**src/rtl/multicycle_ctrl_pkg.sv**
```systemverilog
// Shared encodings for the multi-cycle RV32I sequencer: FSM states, PC select values
// and halt causes.
package ctrl_pkg;

    typedef enum logic [2:0] {
        FETCH   = 3'd0,
        DECODE  = 3'd1,
        EXECUTE = 3'd2,
        MEM     = 3'd3,
        WB      = 3'd4,
        HALT    = 3'd5
    } state_e;

    localparam logic PC_SEL_SEQ = 1'b0;
    localparam logic PC_SEL_TGT = 1'b1;

    typedef enum logic [1:0] {
        HALT_NONE    = 2'b00,
        HALT_ILLEGAL = 2'b01,
        HALT_IMEM_TO = 2'b10,
        HALT_DMEM_TO = 2'b11
    } halt_cause_e;

endpackage

```
**src/rtl/multicycle_ctrl_watchdog.sv**
```systemverilog
// Memory-wait watchdog: counts enabled cycles since the last clear and flags the cycle
// in which the MEM_TIMEOUT-th unacknowledged wait occurs. MEM_TIMEOUT=0 never expires.
module ctrl_watchdog #(
    parameter int MEM_TIMEOUT = 16,
    parameter int TO_W        = 5
) (
    input  logic clk,
    input  logic rst_n,
    input  logic clr_i,
    input  logic en_i,
    output logic expire_o
);

    localparam logic [TO_W-1:0] LAST = TO_W'(MEM_TIMEOUT - 1);

    logic [TO_W-1:0] cnt_q, cnt_d;

    always_comb begin
        cnt_d = cnt_q;
        if (clr_i)
            cnt_d = '0;
        else if (en_i)
            cnt_d = cnt_q + TO_W'(1);
    end

    always_ff @(posedge clk) begin
        if (!rst_n)
            cnt_q <= '0;
        else
            cnt_q <= cnt_d;
    end

    // cnt_q holds the waits already seen, so the current cycle is wait number cnt_q+1.
    assign expire_o = (MEM_TIMEOUT != 0) && en_i && (cnt_q == LAST);

endmodule

```
**src/rtl/multicycle_ctrl.sv**
```systemverilog
// Multi-cycle FETCH/DECODE/EXECUTE/MEM/WB sequencer gating decoder controls into per-cycle
// strobes. Optional performance counters are built when MULTICYCLE_CTRL_PERF_EN is defined.
module multicycle_ctrl
    import ctrl_pkg::*;
#(
    parameter int MEM_TIMEOUT = 16,
    parameter int TO_W        = 5
) (
    input  logic        clk,
    input  logic        rst_n,
    output logic        imem_req,
    input  logic        imem_ack,
    output logic        dmem_req,
    output logic        dmem_we,
    input  logic        dmem_ack,
    input  logic        dec_reg_write_en,
    input  logic        dec_mem_read_en,
    input  logic        dec_mem_write_en,
    input  logic        dec_branch_en,
    input  logic        dec_jump_en,
    input  logic        dec_illegal,
    input  logic        branch_taken,
    output logic        ir_we,
    output logic        pc_we,
    output logic        pc_sel,
    output logic        rf_we,
    output logic        instr_retired,
    output logic        halted,
    output logic [1:0]  halt_cause,
    output logic [2:0]  state,
    output logic [31:0] cycle_cnt,
    output logic [31:0] instret_cnt
);

    state_e      state_q, state_d;
    halt_cause_e cause_q, cause_d;
    logic        wd_en, wd_clr, wd_expire;

    // Waiting means a request is outstanding and no ack arrived this cycle.
    assign wd_en  = ((state_q == FETCH) && !imem_ack) || ((state_q == MEM) && !dmem_ack);
    assign wd_clr = (state_d != state_q);

    ctrl_watchdog #(
        .MEM_TIMEOUT(MEM_TIMEOUT),
        .TO_W       (TO_W)
    ) u_wd (
        .clk     (clk),
        .rst_n   (rst_n),
        .clr_i   (wd_clr),
        .en_i    (wd_en),
        .expire_o(wd_expire)
    );

    always_comb begin
        state_d       = state_q;
        cause_d       = cause_q;
        imem_req      = 1'b0;
        dmem_req      = 1'b0;
        dmem_we       = 1'b0;
        ir_we         = 1'b0;
        pc_we         = 1'b0;
        pc_sel        = PC_SEL_SEQ;
        rf_we         = 1'b0;
        instr_retired = 1'b0;
        unique case (state_q)
            FETCH: begin
                imem_req = 1'b1;
                if (imem_ack) begin
                    ir_we   = 1'b1;
                    state_d = DECODE;
                end else if (wd_expire) begin
                    state_d = HALT;
                    cause_d = HALT_IMEM_TO;
                end
            end
            DECODE: begin
                if (dec_illegal) begin
                    state_d = HALT;
                    cause_d = HALT_ILLEGAL;
                end else begin
                    state_d = EXECUTE;
                end
            end
            EXECUTE: begin
                if (dec_mem_read_en || dec_mem_write_en) begin
                    state_d = MEM;
                end else if (dec_branch_en) begin
                    pc_we         = 1'b1;
                    pc_sel        = branch_taken ? PC_SEL_TGT : PC_SEL_SEQ;
                    instr_retired = 1'b1;
                    state_d       = FETCH;
                end else if (dec_reg_write_en) begin
                    state_d = WB;
                end else begin
                    pc_we         = 1'b1;
                    instr_retired = 1'b1;
                    state_d       = FETCH;
                end
            end
            MEM: begin
                dmem_req = 1'b1;
                dmem_we  = dec_mem_write_en;
                if (dmem_ack) begin
                    if (dec_mem_write_en) begin
                        pc_we         = 1'b1;
                        instr_retired = 1'b1;
                        state_d       = FETCH;
                    end else begin
                        state_d = WB;
                    end
                end else if (wd_expire) begin
                    state_d = HALT;
                    cause_d = HALT_DMEM_TO;
                end
            end
            WB: begin
                rf_we         = 1'b1;
                pc_we         = 1'b1;
                pc_sel        = dec_jump_en ? PC_SEL_TGT : PC_SEL_SEQ;
                instr_retired = 1'b1;
                state_d       = FETCH;
            end
            HALT: ;
            default: state_d = FETCH;
        endcase
    end

    always_ff @(posedge clk) begin
        if (!rst_n) begin
            state_q <= FETCH;
            cause_q <= HALT_NONE;
        end else begin
            state_q <= state_d;
            cause_q <= cause_d;
        end
    end

    assign halted     = (state_q == HALT);
    assign halt_cause = cause_q;
    assign state      = state_q;

`ifdef MULTICYCLE_CTRL_PERF_EN
    logic [31:0] cycle_q, instret_q;

    always_ff @(posedge clk) begin
        if (!rst_n) begin
            cycle_q   <= '0;
            instret_q <= '0;
        end else begin
            if (state_q != HALT)
                cycle_q <= cycle_q + 32'd1;
            if (instr_retired)
                instret_q <= instret_q + 32'd1;
        end
    end

    assign cycle_cnt   = cycle_q;
    assign instret_cnt = instret_q;
`else
    assign cycle_cnt   = '0;
    assign instret_cnt = '0;
`endif

endmodule

```
**config.mk**
```make
export PLATFORM = sky130hd
export DESIGN_NAME = multicycle_ctrl
export DESIGN_NICKNAME = d
export VERILOG_FILES = /design/src/rtl/multicycle_ctrl_pkg.sv /design/src/rtl/multicycle_ctrl_watchdog.sv /design/src/rtl/multicycle_ctrl.sv
export SDC_FILE = /design/constraint.sdc
export NUM_CORES = 1
export LEC_CHECK = 0
export BUFFER_PORTS_ARGS = -buffer_cell sky130_fd_sc_hd__buf_4
export CAP_MARGIN = 20
export CORE_MARGIN = 8
export CORE_UTILIZATION = 40
export CTS_CLUSTER_SIZE = 14
export DETAILED_ROUTE_END_ITERATION = 8
export PLACE_DENSITY = 0.8
export SYNTH_ARGS = -nofsm -noshare
export SYNTH_HDL_FRONTEND = slang
export SYNTH_SLANG_ARGS = --single-unit
export TNS_END_PERCENT = 100
```
**constraint.sdc**
```tcl
create_clock -name clk -period 2.12 [get_ports clk]
set_input_delay 0.424 -clock clk [delete_from_list [all_inputs] [get_ports clk]]
set_output_delay 0.424 -clock clk [all_outputs]
set_load 0.005 [all_outputs]
```
==> impl_metrics.toml <==
[run_status]
status = "completed"

[clocking]
cts_root_buf = "clkbuf_4"
tritoncts = "yes"
clock_sinks = 10
clock_path_buffers = 2
htree_levels = 1
clkTransAtPathRegs_ns = 0.08
worstSkewPairLatency_ns = 0.28
cts_buffers = 3
cts_hold_buf = 0

[worst_setup_path]
critPathRequiredTime_ns = 1.70
crit_family = "simple AND/OR/NAND/NOR gates"
crit_slowest_cell = "dfxtp_2"
cp-start-kind = "register"
rrSetupSlack_ns = 0.14
criticalPathCategory = "reg2out"
cp-startpoint = "state[2]$_SDFF_PN0_"
critPathMaxFanout = 7
max_stage_delay_ns = 0.39
r2r_end = "u_wd.cnt_q[0]$_SDFFE_PP0P_"
reg2reg_from = "u_wd.cnt_q[1]$_SDFFE_PP0P_"
cp.arrival_ns = 1.61
cp_num_buf_inv = 1
end_kind = "output port"
ff2ff_path_depth = 7
path_cells = "and3b_1, and2_1, a221o_1, buf_4"

[route]
antenna_left = 0
avgRoutedWirePerCell_um = 13.1
vias_per_cell = 4.32
firstDrtPassIters = 4
dr.first_iter.drc_count = 62
route.detailed.drc = 0
vias = 895
totalWireLength_mm = 2.72

[cells_and_area]
final_core_util_pct = 44.0
stdcell_area_um2 = 1220
fin_nets = 190
drive_gt1_share_pct = 23.9
area_growth_pct = 3.38
fillers = 284
n_antenna_cell = 0

[grt]
grt_pass1_wl_mm = 4.32
grt_max_degree = 15
antenna_found_initial = 0
grt_pass1_vias = 978
grt.overflow.total = 0
grt_usage_pct = 10.0

[power_and_ir_drop]
power_uw = 578
pwr-share-clk_pct = 30.8
power_frac_seq_pct = 37.0
ir_drop_v = 0.000274
p_leak_nw = 0.596
power_density_nw_per_um2 = 473
switching_power_uw = 195
intPower_uw = 383
p_sw_share_pct = 33.8
power_frac_comb_pct = 32.3

[timing]
clock_skew_ns = 0.0129
setup_viol = 0
fmaxAchievable_ghz = 0.492
drv_slew = 0
finalSetupTns_ns = 0
min_period_ns = 2.03
finalHoldViolations = 0
setup_ws_ns = 0.0881
period_share_pct = 95.8
rsz0062_at_grt = "no"

[synthesis]
async_flop_share_pct = 0
synth_largest_area_cell = "buf_4"
synth_area_leaders = "buf_4 41%, dfxtp_1 17%, nor3_1 2.5%"
syn_inst = 149
synth-edff-count = 0
yosysUniqueCellTypes = 37
synth_seq_cells = 10
ys_seq_area_share_pct = 16.9
syn_area_per_cell_um2 = 7.94
synth_ff_type = "dfxtp_1"
synth_warnings = 0
yosys.area.top_type_share_pct = 41.2
netlist_area_um2 = 1180

[die]
dieWidth_um = 70.4
die_h_um = 70.4
io_pins = 89
rows = 19
coreArea_um2 = 2780
initial_core_util_pct = 42.6
fp.dieArea_um2 = 4960

[placed_design]
hpwlAfterDp_mm = 2.27
dp_slack_ns = 0.0134
port_buffers = 24
postPlaceCellArea_um2 = 1160
gp_congestion = 0.845

[min_path]
min-delay-start = "rst_n"
hp-class = "in2reg"
whs_endpoint = "halt_cause[0]$_SDFFE_PN0P_"
hold_depth = 3

[job]
max-cap-violations = 0
stage by stage:
stage,instances,hold slack [ns]
after floorplan,212,0.486
after global placement,202,0.479
after detailed placement,202,0.495
after CTS,206,0.393
after global routing,207,0.427
final,207,0.398
how the worst max path moves through the flow:
stage	to	depth (start not counted)
after floorplan	u_wd.cnt_q[0]$_SDFFE_PP0P_	7
after global placement	u_wd.cnt_q[3]$_SDFFE_PP0P_	7
after detailed placement	u_wd.cnt_q[3]$_SDFFE_PP0P_	7
after CTS	u_wd.cnt_q[1]$_SDFFE_PP0P_	7
after global routing	u_wd.cnt_q[3]$_SDFFE_PP0P_	7
final	pc_we	4
flip-flops by register name (all words and copies together), names as in the netlist:
signal and flops:
halt_cause 2, u_wd.cnt_q 5, state 3
final cells by class:
| cell class | instances | area (µm²) | share of cell area (%) |
|---|---|---|---|
| repair buffers | 28 | 210 | 17.2 |
| well taps | 31 | 38.8 | 3.17 |
| clock buffers | 4 | 36.3 | 2.97 |
| flip-flops and latches | 10 | 204 | 16.7 |
| inverters | 4 | 15.0 | 1.23 |
| multi-input cells | 130 | 719 | 58.8 |
synth_stat cells, types with 4 or more instances:
cell / instances
o21ai_0: 4
a21oi_1: 4
buf_4: 65
nor2_1: 6
inv_1: 4
dfxtp_1: 10
nor3_1: 6
cells in the final DEF, fill, tap and decap left out, drive strengths merged, types with 3 or more instances in the layout:
| cell | instances |
|---|---|
| a21oi | 5 |
| nor2 | 6 |
| buf | 28 |
| nor2b | 4 |
| inv | 4 |
| dfxtp | 10 |
| nand3b | 3 |
| o21ai | 5 |
| a211oi | 3 |
| a31oi | 3 |
| nor3b | 3 |
| conb | 64 |
| xnor2 | 3 |
| nor3 | 6 |
| nand2 | 3 |
| clkbuf | 4 |
power by group through the flow:
stage	clock network [mW]	logic [mW]	registers, mW
after floorplan	0	0.204	0.210
after global placement	0	0.174	0.216
after detailed placement	0	0.178	0.217
after CTS	0.177	0.179	0.213
after global routing	0.181	0.210	0.216
final	0.178	0.187	0.214
cells by family after synthesis:
family | after synthesis | synth area share [%]
buf+inv | 72 | 43.7
simple gates | 39 | 19.8
xor+xnor | 3 | 2.22
mux | 1 | 0.846
compound gates | 21 | 14.2
other cells | 1 | 0.317
fa+ha+maj | 2 | 2.11
flops | 10 | 16.9
layer usage:
layer,track usage (%),wire (µm)
met5,0,0
met3,3.95,235
met4,4.69,57
met2,17.1,1360
met1,10.5,1070
worst min-delay path, cell delays in order:
cell and delay [ns]:
buf_4 0.13, nand2_1 0.05, nor2_1 0.03
repair_timing:
item | in CTS | in global routing
pin swaps | 0 | 1
setup endpoints to repair | 2 | 7
gates resized for setup | 1 | 5
hold endpoints to repair | 0 | 0
buffers inserted | 0 | 1
No activity file was read; power rests on OpenSTA's default activity.
